<file path="config.mk">
export PLATFORM = sky130hd
export DESIGN_NAME = sdram_port_arbiter
export DESIGN_NICKNAME = d
export VERILOG_FILES = /design/src/rtl/sdram_port_arbiter_pkg.sv /design/src/rtl/sdram_port_arbiter_burst_buffer.sv /design/src/rtl/sdram_port_arbiter.sv
export SDC_FILE = /design/constraint.sdc
export NUM_CORES = 1
export LEC_CHECK = 0
export ABC_AREA = 1
export ABC_CLOCK_PERIOD_IN_PS = 3000
export CAP_MARGIN = 20
export CORE_MARGIN = 1.5
export CORE_UTILIZATION = 60
export DETAILED_ROUTE_END_ITERATION = 6
export PLACE_DENSITY = 0.87
export SYNTH_ARGS = -nofsm -noshare
export SYNTH_HDL_FRONTEND = slang
export SYNTH_HIERARCHICAL = 1
export SYNTH_SLANG_ARGS = --single-unit
</file>
<file path="constraint.sdc">
create_clock -name CLK -period 3 [get_ports CLK]
set_clock_uncertainty 0.05 [all_clocks]
set_input_delay 0.6 -clock CLK [delete_from_list [all_inputs] [get_ports CLK]]
set_output_delay 0.6 -clock CLK [all_outputs]
set_load 0.05 [all_outputs]
</file>
<file path="src/rtl/sdram_port_arbiter_pkg.sv">
// Shared types for the SDRAM port arbiter: FSM state encoding and grant codes.
// Grant codes equal the controller rw bit so the latched grant drives o_ctrl_rw directly.
package sdram_port_arbiter_pkg;

  typedef enum logic [1:0] {
    ST_IDLE,
    ST_ISSUE,
    ST_WAIT_BUSY,
    ST_XFER
  } arb_state_e;

  localparam logic GRANT_WR = 1'b0;
  localparam logic GRANT_RD = 1'b1;

endpackage

</file>
<file path="src/rtl/sdram_port_arbiter_burst_buffer.sv">
// One-burst write staging buffer: filled word by word, drained by controller data strobes.
// Stays full from the filling push until the burst that drains it completes.
module sdram_burst_buffer #(
  parameter int WordLength  = 16,
  parameter int BurstLength = 8
) (
  input  logic                  CLK,
  input  logic                  RST,
  input  logic                  push,
  input  logic [WordLength-1:0] wdata,
  input  logic                  adv,
  input  logic                  clear,
  output logic                  full,
  output logic                  filling,
  output logic                  overflow,
  output logic [WordLength-1:0] rdata
);

  localparam int PW = (BurstLength > 1) ? $clog2(BurstLength) : 1;
  localparam int CW = $clog2(BurstLength + 1);

  logic [BurstLength-1:0][WordLength-1:0] mem;
  logic [PW-1:0]                          wr_ptr, rd_ptr;
  logic [CW-1:0]                          count;
  logic                                   accept;

  assign full    = (count == CW'(BurstLength));
  assign accept  = push && !full;
  assign filling = accept && (count == CW'(BurstLength - 1));
  assign rdata   = mem[rd_ptr];

  always_ff @(posedge CLK or negedge RST) begin
    if (!RST) begin
      mem      <= '0;
      wr_ptr   <= '0;
      rd_ptr   <= '0;
      count    <= '0;
      overflow <= 1'b0;
    end else begin
      if (clear) begin
        count  <= '0;
        wr_ptr <= '0;
        rd_ptr <= '0;
      end else begin
        if (accept) begin
          mem[wr_ptr] <= wdata;
          count       <= count + CW'(1);
          wr_ptr      <= (wr_ptr == PW'(BurstLength - 1)) ? '0 : wr_ptr + PW'(1);
        end
        // Extra strobes keep re-reading the last word rather than wrapping.
        if (adv && rd_ptr != PW'(BurstLength - 1))
          rd_ptr <= rd_ptr + PW'(1);
      end
      if (push && full)
        overflow <= 1'b1;
    end
  end

endmodule

</file>
<file path="src/rtl/sdram_port_arbiter.sv">
// Arbitrates the single-user SDRAM controller between a burst-read port and a
// staged burst-write port; reads win unless the write buffer has been starved.
module sdram_port_arbiter
  import sdram_port_arbiter_pkg::*;
#(
  parameter int WordLength   = 16,
  parameter int AddressWidth = 24,
  parameter int BurstLength  = 8,
  parameter int StarveLimit  = 4
) (
  input  logic                    CLK,
  input  logic                    RST,
  input  logic                    i_rd_req,
  input  logic [AddressWidth-1:0] i_rd_addr,
  output logic                    o_rd_ack,
  output logic [WordLength-1:0]   o_rd_data,
  output logic                    o_rd_valid,
  output logic                    o_rd_done,
  input  logic                    i_wr_push,
  input  logic [WordLength-1:0]   i_wr_data,
  input  logic [AddressWidth-1:0] i_wr_addr,
  output logic                    o_wr_full,
  output logic                    o_wr_overflow,
  output logic                    o_wr_done,
  output logic                    o_ctrl_enable,
  output logic                    o_ctrl_rw,
  output logic [AddressWidth-1:0] o_ctrl_addr,
  output logic [WordLength-1:0]   o_ctrl_wdata,
  input  logic [WordLength-1:0]   i_ctrl_rdata,
  input  logic                    i_ctrl_valid,
  input  logic                    i_ctrl_busy
);

  localparam int SW = $clog2(StarveLimit + 1);
  localparam int CW = $clog2(BurstLength + 1);

  arb_state_e              state, state_nx;
  logic                    grant_q;
  logic [AddressWidth-1:0] addr_q, wr_addr_q;
  logic [SW-1:0]           starve_q;
  logic [CW-1:0]           beat_cnt;
  logic                    rd_valid_q, rd_done_q, wr_done_q;
  logic [WordLength-1:0]   rd_data_q;
  logic                    start, finish, pick_wr, rd_fwd;
  logic                    buf_full, buf_filling, buf_adv, buf_clear;

  assign pick_wr = buf_full && (!i_rd_req || starve_q >= SW'(StarveLimit));
  assign rd_fwd  = (state == ST_XFER) && (grant_q == GRANT_RD) && i_ctrl_valid
                   && (beat_cnt < CW'(BurstLength));
  assign buf_adv   = (state == ST_XFER) && (grant_q == GRANT_WR) && i_ctrl_valid;
  assign buf_clear = finish && (grant_q == GRANT_WR);

  always_ff @(posedge CLK or negedge RST) begin
    if (!RST) state <= ST_IDLE;
    else      state <= state_nx;
  end

  always_comb begin
    state_nx = state;
    start    = 1'b0;
    finish   = 1'b0;
    case (state)
      ST_IDLE:
        if (!i_ctrl_busy && (i_rd_req || buf_full)) begin
          state_nx = ST_ISSUE;
          start    = 1'b1;
        end
      ST_ISSUE:     state_nx = ST_WAIT_BUSY;
      ST_WAIT_BUSY: if (i_ctrl_busy) state_nx = ST_XFER;
      ST_XFER:
        if (!i_ctrl_busy) begin
          state_nx = ST_IDLE;
          finish   = 1'b1;
        end
      default:      state_nx = ST_IDLE;
    endcase
  end

  always_ff @(posedge CLK or negedge RST) begin
    if (!RST) begin
      grant_q    <= GRANT_WR;
      addr_q     <= '0;
      wr_addr_q  <= '0;
      starve_q   <= '0;
      beat_cnt   <= '0;
      rd_valid_q <= 1'b0;
      rd_data_q  <= '0;
      rd_done_q  <= 1'b0;
      wr_done_q  <= 1'b0;
    end else begin
      if (start) begin
        grant_q <= pick_wr ? GRANT_WR : GRANT_RD;
        addr_q  <= pick_wr ? wr_addr_q : i_rd_addr;
        // Only reads that bypass a ready write buffer count towards starvation.
        if (pick_wr)
          starve_q <= '0;
        else if (buf_full && starve_q < SW'(StarveLimit))
          starve_q <= starve_q + SW'(1);
      end
      if (start)       beat_cnt <= '0;
      else if (rd_fwd) beat_cnt <= beat_cnt + CW'(1);
      if (buf_filling) wr_addr_q <= i_wr_addr;
      rd_valid_q <= rd_fwd;
      rd_data_q  <= rd_fwd ? i_ctrl_rdata : '0;
      rd_done_q  <= finish && (grant_q == GRANT_RD);
      wr_done_q  <= finish && (grant_q == GRANT_WR);
    end
  end

  sdram_burst_buffer #(
    .WordLength (WordLength),
    .BurstLength(BurstLength)
  ) u_buf (
    .CLK     (CLK),
    .RST     (RST),
    .push    (i_wr_push),
    .wdata   (i_wr_data),
    .adv     (buf_adv),
    .clear   (buf_clear),
    .full    (buf_full),
    .filling (buf_filling),
    .overflow(o_wr_overflow),
    .rdata   (o_ctrl_wdata)
  );

  assign o_ctrl_enable = (state == ST_ISSUE);
  assign o_rd_ack      = (state == ST_ISSUE) && (grant_q == GRANT_RD);
  assign o_ctrl_rw     = grant_q;
  assign o_ctrl_addr   = addr_q;
  assign o_rd_data     = rd_data_q;
  assign o_rd_valid    = rd_valid_q;
  assign o_rd_done     = rd_done_q;
  assign o_wr_done     = wr_done_q;
  assign o_wr_full     = buf_full;

endmodule

</file>
# Word level (Yosys, flattened, before mapping)
# Index checks and enable logic that the tools add are counted.
# totals
inputBits,86
out_inout_bits,64
wordCells,101
register_bits,216
# op_classes
reduce_logical,29
bitwise_logic,2
n_eq_ne,10
muxes,27
add_sub_neg,5
order_cmp,6
# op_table
operator,n
bitwise mux 128 bit,1
binary-select mux 16 bit (select 3 bit),1
demux 16 bit (select 3 bit),1
two-way mux 16 bit,3
two-way mux 24 bit,1
two-way mux 3 bit,7
logical AND 1 bit,16
two-way mux 4 bit,4
adder 3 x 1 -> 3 bit (second input constant),3
adder 4 x 1 -> 4 bit (second input constant),2
< comparator 3 x 4 -> 1 bit (second input constant),2
one-hot mux 2 bit (4 select lines),1
nonzero test 2 bit,4
two-way mux 2 bit,3
inequality test 2 bit (second input constant),3
two-way mux 1 bit,5
equality test 2 bit (second input constant),2
equality test 4 x 3 -> 1 bit (second input constant),1
equality test 4 bit (second input constant),1
< comparator 4 bit (second input constant),1
AND reduction 2 bit,2
equality test 3 bit (second input constant),1
>= comparator 3 x 1 -> 1 bit (second input constant),1
>= comparator 3 bit (second input constant),1
other kinds (8),12

# Logic depth before layout (Yosys ltp)
# Gate-level depths: netlist of run 1.
# depth
depth_word,6
mapped_depth,12
depth_no_buf,10

# By module
# Netlist of run 1, hierarchy kept.
# by_module_without_submodules
module,instances,seq_area_each_um2,area_per_inst_um2,cells_each
sdram_burst_buffer,1,3478.3,7880.1,1046
sdram_port_arbiter,1,1926.8,3459.6,422

# Least setup slack after synthesis of run 1
# OpenSTA, ideal clock, no wires.
# synth_path
path_kind,register to register
startpoint,reg u_buf.count[0]
endpoint,reg beat_cnt[2]
setup_slack_ns,0.636
setup_time_ns,0.117
required_time_ns,2.833
stages_incl_launch_ff,12
period_less_slack_ns,2.364
n_path_buf,2
arrival_time_ns,2.196
cell_sequence,dfrtp_1 inv_1 ha_1 nand2_1 nor2_1 buf_6 inv_2 nand2_2 nand3_4 buf_2 nand3_1 nand2_1
# synth_between
elab_chain_cells,6
elab_cells_between_ends,7
cone_classes,eq/ne: 1; mux: 3; reduce/logical: 3
# synth_rtl
element,line,rtl
start: declaration,sdram_port_arbiter_burst_buffer.sv:24,logic [CW-1:0] count;
start signal: assignment,sdram_port_arbiter_burst_buffer.sv:47,count <= count + CW'(1);
equality test 4 bit *,sdram_port_arbiter_burst_buffer.sv:27,assign full = (count == CW'(BurstLength));
net o_wr_full,sdram_port_arbiter.sv:22,"output logic o_wr_full,"
logical OR 1 bit *,sdram_port_arbiter.sv:64,if (!i_ctrl_busy && (i_rd_req || buf_full)) begin
logical AND 1 bit *,sdram_port_arbiter.sv:64,
two-way mux 1 bit *,sdram_port_arbiter.sv:64,
two-way mux 1 bit *,sdram_port_arbiter.sv:62,case (state)
two-way mux 4 bit or nonzero test 2 bit (tied branches),--,
end signal: assignment,sdram_port_arbiter.sv:101,else if (rd_fwd) beat_cnt <= beat_cnt + CW'(1);
end: declaration,sdram_port_arbiter.sv:41,logic [CW-1:0] beat_cnt;
# The timed path passes the listed nets; every way through them passes the cells marked *.
# A chain may end at the register's enable or synchronous reset.

# Worst setup path in the final report of run 1
# layout_path
startpoint,reg u_buf.count[0]
endpoint,out o_wr_full
# layout_between
elab_chain_cells,1
# layout_rtl
element,line
equality test 4 bit,sdram_port_arbiter_burst_buffer.sv:27
end: declaration,sdram_port_arbiter.sv:22
# No other way between the ends.

==> metrics.cfg, run 1 <==
[routing]
dr.pass1.iters=5
wl_per_cell_um=18.1
drc=0
vias_per_cell=5.90
wl_um=32800
drtIter0Drc=988
vias=10675
antenna_left=0

[clocking]
cts_max_level=1
cts_hold_buf=0
clkLatencyLatePin_ns=0.51
cts_setup_buffers=0
clk_path_buf_depth=3
clkSlewWorstSetupHoldPaths_ns=0.06
cts_resized=0
cts_tree=built
cts_root_buf=clkbuf_16
clock-sinks=216
numCtsBuffers=23

[cells_and_area]
synthToLayoutAreaGrowth_pct=22.5
multi_input_area_sq_um=4670
seq_area_sq_um=5410
antenna_cells=0
stdcell_count=1809
nets=1658
fillers=1348
drive_gt1_frac=0.0743

[global_route]
grt_pass1_vias=10535
use_met2=0.547
grt_use_total=0.335
use_met3=0.0639
grt_max_degree=100
antenna_found_initial=0
use_met1=0.435
grt_pass1_wl_um=53000
grt_overflow=0
busiest_layer=met2

[placement]
dpl.hpwl_um=18900
placement.io_buffers=149
dp.cells=1769
globalplace.congestion=0.827
dpl_worst_slack_ns=0.383

[setup_path]
cp_slowest_cell=clkdlybuf4s50_1
rr_worst_depth=10
critPathMaxFanout=3
critPathRequiredTime_ns=2.35
critPathMaxStageDelay_ns=0.83
regToRegStartpoint=u_buf/count[0]$_DFFE_PN0P_
path_delay_family=buffers and inverters
cp_num_buf_inv=2
path_cells=inv_1 -> ha_1 -> nand2_1 -> nor2_2 -> clkdlybuf4s50_1
cp-start-kind=flip-flop
worstPathArrival_ns=2.25
r2r_end=starve_q[2]$_DFFE_PN0P_
crit_path_end_kind=output port
r2r_setup_slack_ns=0.58
critPathKind=flip-flop to output port

[logic_synthesis]
synthArstFlopShare=1.00
ys.flop_type=dfrtp_1
syn_nets=1566
synthTopCellsByCount=458 x nand2_1, 216 x dfrtp_1, 182 x inv_1
yosysWarnings=6
yosysTopAreaCell=dfrtp_1
synth_top_cell_area_share=0.477
yosys.cell_count.top_type=nand2_1
synth_edf_count=0
ys_ff_latch=216
synth_seq_area_share=0.477
syn_area_per_cell_sq_um=7.72
synth.distinct_cells=30
syn_area_sq_um=11300
synth_area_leaders=dfrtp_1 48%, nand2_1 15%, nand4_1 7.2%
synth_cells=1468

[sta]
fin_crit_ns=2.90
slew_headroom=0.352
slew_viol_final=0
tightest_slew_ns=0.969
min_period_over_period=0.968
tns_ns=0
setup_viol=0
hold_viol=0
max_freq_mhz=344
fin_ws_ns=0.0968
rsz0062_at_grt=no

[job]
cap_viol_max_count=0

[die]
core_area_sq_um=18600
die_w_um=140
ios=150
start_util=0.608
die-height_um=140
dieArea_sq_um=19700
rows=50

[run_status]
status=finished clean

[power]
cellPowerDensity_nw_per_um2=1180
p_leak_uw=0.00711
vdd_drop_max_uv=913

[worst_hold_path]
hold_class=primary input to async pin

[power breakdown]
part           switching, uW  internal (uW)  total (uW)  leakage [uW]
sequential               566           4200        4770       0.00268
clock                   1160           1870        3030      0.000393
combinational           5580           3060        8640       0.00404
total                   7310           9130       16400       0.00711
[flip-flops by register name, indices dropped and copies added, names as in the netlist]
register,flops
beat_cnt,4
o_ctrl_addr,24
o_ctrl_rw,1
o_rd_data,16
o_rd_done,1
o_rd_valid,1
o_wr_done,1
starve_q,3
state,2
u_buf/count,4
u_buf/mem,128
u_buf/overflow,1
u_buf/rd_ptr,3
u_buf/wr_ptr,3
wr_addr_q,24
[metrics by stage]
| step | total power, uW | hold slack (ns) | cell area, sq um | utilization |
|---|---|---|---|---|
| final | 16400 | 0.0302 | 13900 | 0.745 |
| after detailed placement | 13200 | 0.404 | 13100 | 0.702 |
| after CTS | 16400 | 0.0501 | 13900 | 0.745 |
| after floorplan | 10100 | 0.254 | 11300 | - |
| after global routing | 17300 | 0.0698 | 13900 | 0.745 |
| after global placement | 13000 | 0.404 | 13100 | 0.702 |
[logic make-up after synthesis]
logic type / share of synthesized area
and+or+nand+nor: 0.301
xor gates and xnor gates: 0.00155
adders and majority gates: 0.0132
buffers and inverters: 0.112
AOI/OAI and AO/OA: 0.0956
DFF: 0.477
[layout make-up]
| type | instances | share of cell area |
|---|---|---|
| clock buffers | 32 | 0.0475 |
| clock inverters | 8 | 0.0103 |
| inverters | 194 | 0.0530 |
| multi-input cells | 944 | 0.337 |
| flip-flops and latches | 216 | 0.389 |
| well taps | 234 | 0.0211 |
| repair buffers | 181 | 0.142 |
[cells in the final DEF (no fill, tap or decap), types with 3 or more instances in the layout]
master / n
buf_12: 22
buf_4: 25
bufinv_16: 4
clkbuf_1: 4
clkbuf_16: 23
clkbuf_8: 6
clkdlybuf4s50_1: 132
clkinv_2: 5
dfrtp_1: 215
ha_1: 12
inv_1: 180
inv_2: 10
nand2_1: 458
nand2_2: 3
nand3_1: 109
nand4_1: 130
nor2_1: 45
nor2_2: 6
o21ai_0: 70
o21bai_1: 97
[worst max path at each step]
stage | depth (start not counted) | to | from | slack [ns]
2_1_floorplan | 11 | beat_cnt[2]$_DFFE_PN0P_ | u_buf/count[0]$_DFFE_PN0P_ | 0.64
3_5_place_dp | 7 | u_buf/mem[111]$_DFFE_PN0P_ | i_ctrl_busy | 0.38
4_1_cts | 5 | o_wr_full | u_buf/count[0]$_DFFE_PN0P_ | 0.1
6_report | 5 | o_wr_full | u_buf/count[0]$_DFFE_PN0P_ | 0.1
5_1_grt | 7 | o_ctrl_wdata[6] | u_buf/rd_ptr[0]$_DFFE_PN0P_ | 0.02
3_3_place_gp | 7 | u_buf/mem[107]$_DFFE_PN0P_ | i_ctrl_busy | 0.48
[per-layer routing]
metal	wire, um	vias to the layer above
li1	-	4882
met1	11900	4970
met2	15600	693
met3	3750	130
met4	1460	0
met5	0	-
[worst register-to-register path, stage by stage (launching register included)]
cell and delay (ns):
dfrtp_1 0.40, inv_1 0.10, ha_1 0.21, nand2_1 0.08, nor2_2 0.13, buf_4 0.37
nand2_2 0.42, inv_1 0.27, nor2_1 0.09, nand2_1 0.11, nand2_1 0.07
No activity file was read; power rests on OpenSTA's default activity.
==> inputs of run 2 (changes only) <==
- CORE_UTILIZATION: 60 -> 40
- CTS_CLUSTER_SIZE: default -> 30
- PLACE_DENSITY: 0.87 -> 0.62
==> run 2 against run 1 <==
Setup slack improved by 0.062 ns. Cell area increased by 2.2%. Combinational power decreased by 1%. Fmax increased by 2.2%. First-iteration DRC count decreased by 18%. Via count decreased by 5.2%. Register-to-register slack improved by 0.19 ns. Sequential cell count unchanged. Non-clock buffer count increased by 1. Critical path type unchanged. Critical endpoint is now o_ctrl_wdata[9].
==> metrics.cfg, run 2 (synthesis gave the netlist of run 1 again) <==
[run_status]
status=finished clean

[setup_path]
r2r_setup_slack_ns=0.77
critPathRequiredTime_ns=2.35
critPathMaxFanout=33
worstPathArrival_ns=2.19
cp-start-kind=flip-flop
critPathKind=flip-flop to output port
crit_path_end_kind=output port

[job]
cap_viol_max_count=0

[cells_and_area]
multi_input_area_sq_um=4680
postLayoutCellArea_sq_um=14200
antenna_cells=0
fin_util=0.510
final_common_cell=nand2_1
mostFrequentLayoutCells=458 x nand2_1, 215 x dfrtp_1, 180 x inv_1
fillers=2726
stdcell_count=1959
nets=1661
drive_gt1_frac=0.0778
max_flop_register=u_buf/mem
seq_area_sq_um=5410
largest_reg_flops=128
synthToLayoutAreaGrowth_pct=25.2

[placement]
postPlaceCellArea_sq_um=13300
dpl.hpwl_um=19200
placement.io_buffers=149
globalplace.congestion=0.801
dp.cells=1913

[sta]
tightest_slew_ns=0.782
fin_crit_ns=2.84
min_period_over_period=0.947
slew_headroom=0.478
hold_viol=0
tns_ns=0
setup_viol=0
rsz0062_at_grt=no
max_freq_mhz=352
slew_viol_final=0

[clocking]
clkLatencyLatePin_ns=0.52
cts_tree=built
clkSlewWorstSetupHoldPaths_ns=0.06
cts_max_level=1
cts_root_buf=clkbuf_16
numCtsBuffers=25
clk_path_buf_depth=3
clock-sinks=216

[routing]
wl_um=32800
vias=10121
wl_per_cell_um=16.8
vias_per_cell=5.17
drc=0
dr.pass1.iters=5
antenna_left=0
drtIter0Drc=807

[global_route]
grt_overflow=0
grt_pass1_wl_um=52900
grt_pass1_vias=9726
grt_max_degree=133
antenna_found_initial=0
grt_use_total=0.228

[power]
cellPowerDensity_nw_per_um2=1170
power_uw=16600
p_leak_uw=0.00717
vdd_drop_max_uv=595

[die]
rows=61
dieArea_sq_um=29400
core_area_sq_um=27900
start_util=0.407
die-height_um=171
ios=150
die_w_um=171

[worst_hold_path]
hold_class=flip-flop to flip-flop

## run 2: worst max-delay path: stages (launching register included)
cell,delay (ns)
dfrtp_1,0.39
inv_1,0.06
buf_4,0.43
nand3_1,0.14
o21ai_0,0.19
nand2_1,0.10
nand2_1,0.17
buf_12,0.16
## run 2: stage by stage
step	setup WS [ns]	hold WS, ns
5_1_grt	0.0520	0.429
3_5_place_dp	0.475	0.404
2_1_floorplan	0.636	0.254
4_1_cts	0.135	0.419
6_report	0.159	0.417
3_3_place_gp	0.517	0.399
## run 2: cell type report
type,instances,area share
Tap cell,378,0.0333
Sequential cell,216,0.381
Inverter,194,0.0519
Timing Repair Buffer,182,0.141
Clock inverter,9,0.0107
Clock buffer,36,0.0519
Multi-Input combinational cell,944,0.330
## run 2: metal layers
layer / track usage / routed length, um
met1: 0.307 / 14600
met2: 0.376 / 15100
met3: 0.0403 / 2330
met4: 0.0660 / 745
met5: 0 / 0
## run 2: timing repair
item | 4_1_cts | 5_1_grt
buffers inserted | 0 | 0
hold buffers | 1 | 0
hold endpoints to repair | 2 | 0
endpoints found under the setup margin | 0 | 1
gates resized for setup | 0 | 1
## run 2: report_power, final
group	total (uW)	switching, uW	internal, uW
sequential	4740	536	4200
combinational	8540	5470	3080
clock	3270	1230	2040
total	16600	7230	9320
## run 2: final timing paths
path,endpoint,depth (start not counted),startpoint
max in group asynchronous,u_buf/mem[23]$_DFFE_PN0P_,3,RST
min in group asynchronous,u_buf/mem[15]$_DFFE_PN0P_,2,RST
setup reg to reg,starve_q[2]$_DFFE_PN0P_,10,u_buf/count[0]$_DFFE_PN0P_
setup / recovery,o_ctrl_wdata[9],7,u_buf/rd_ptr[1]$_DFFE_PN0P_
hold / removal,u_buf/mem[110]$_DFFE_PN0P_,2,u_buf/mem[110]$_DFFE_PN0P_
hold reg to reg,u_buf/mem[110]$_DFFE_PN0P_,2,u_buf/mem[110]$_DFFE_PN0P_
==> inputs of run 3 (changes only) <==
- HOLD_SLACK_MARGIN: default -> 0.08
==> results of run 3 <==
No change in the layout: final DEF, timing and power equal those of run 2.
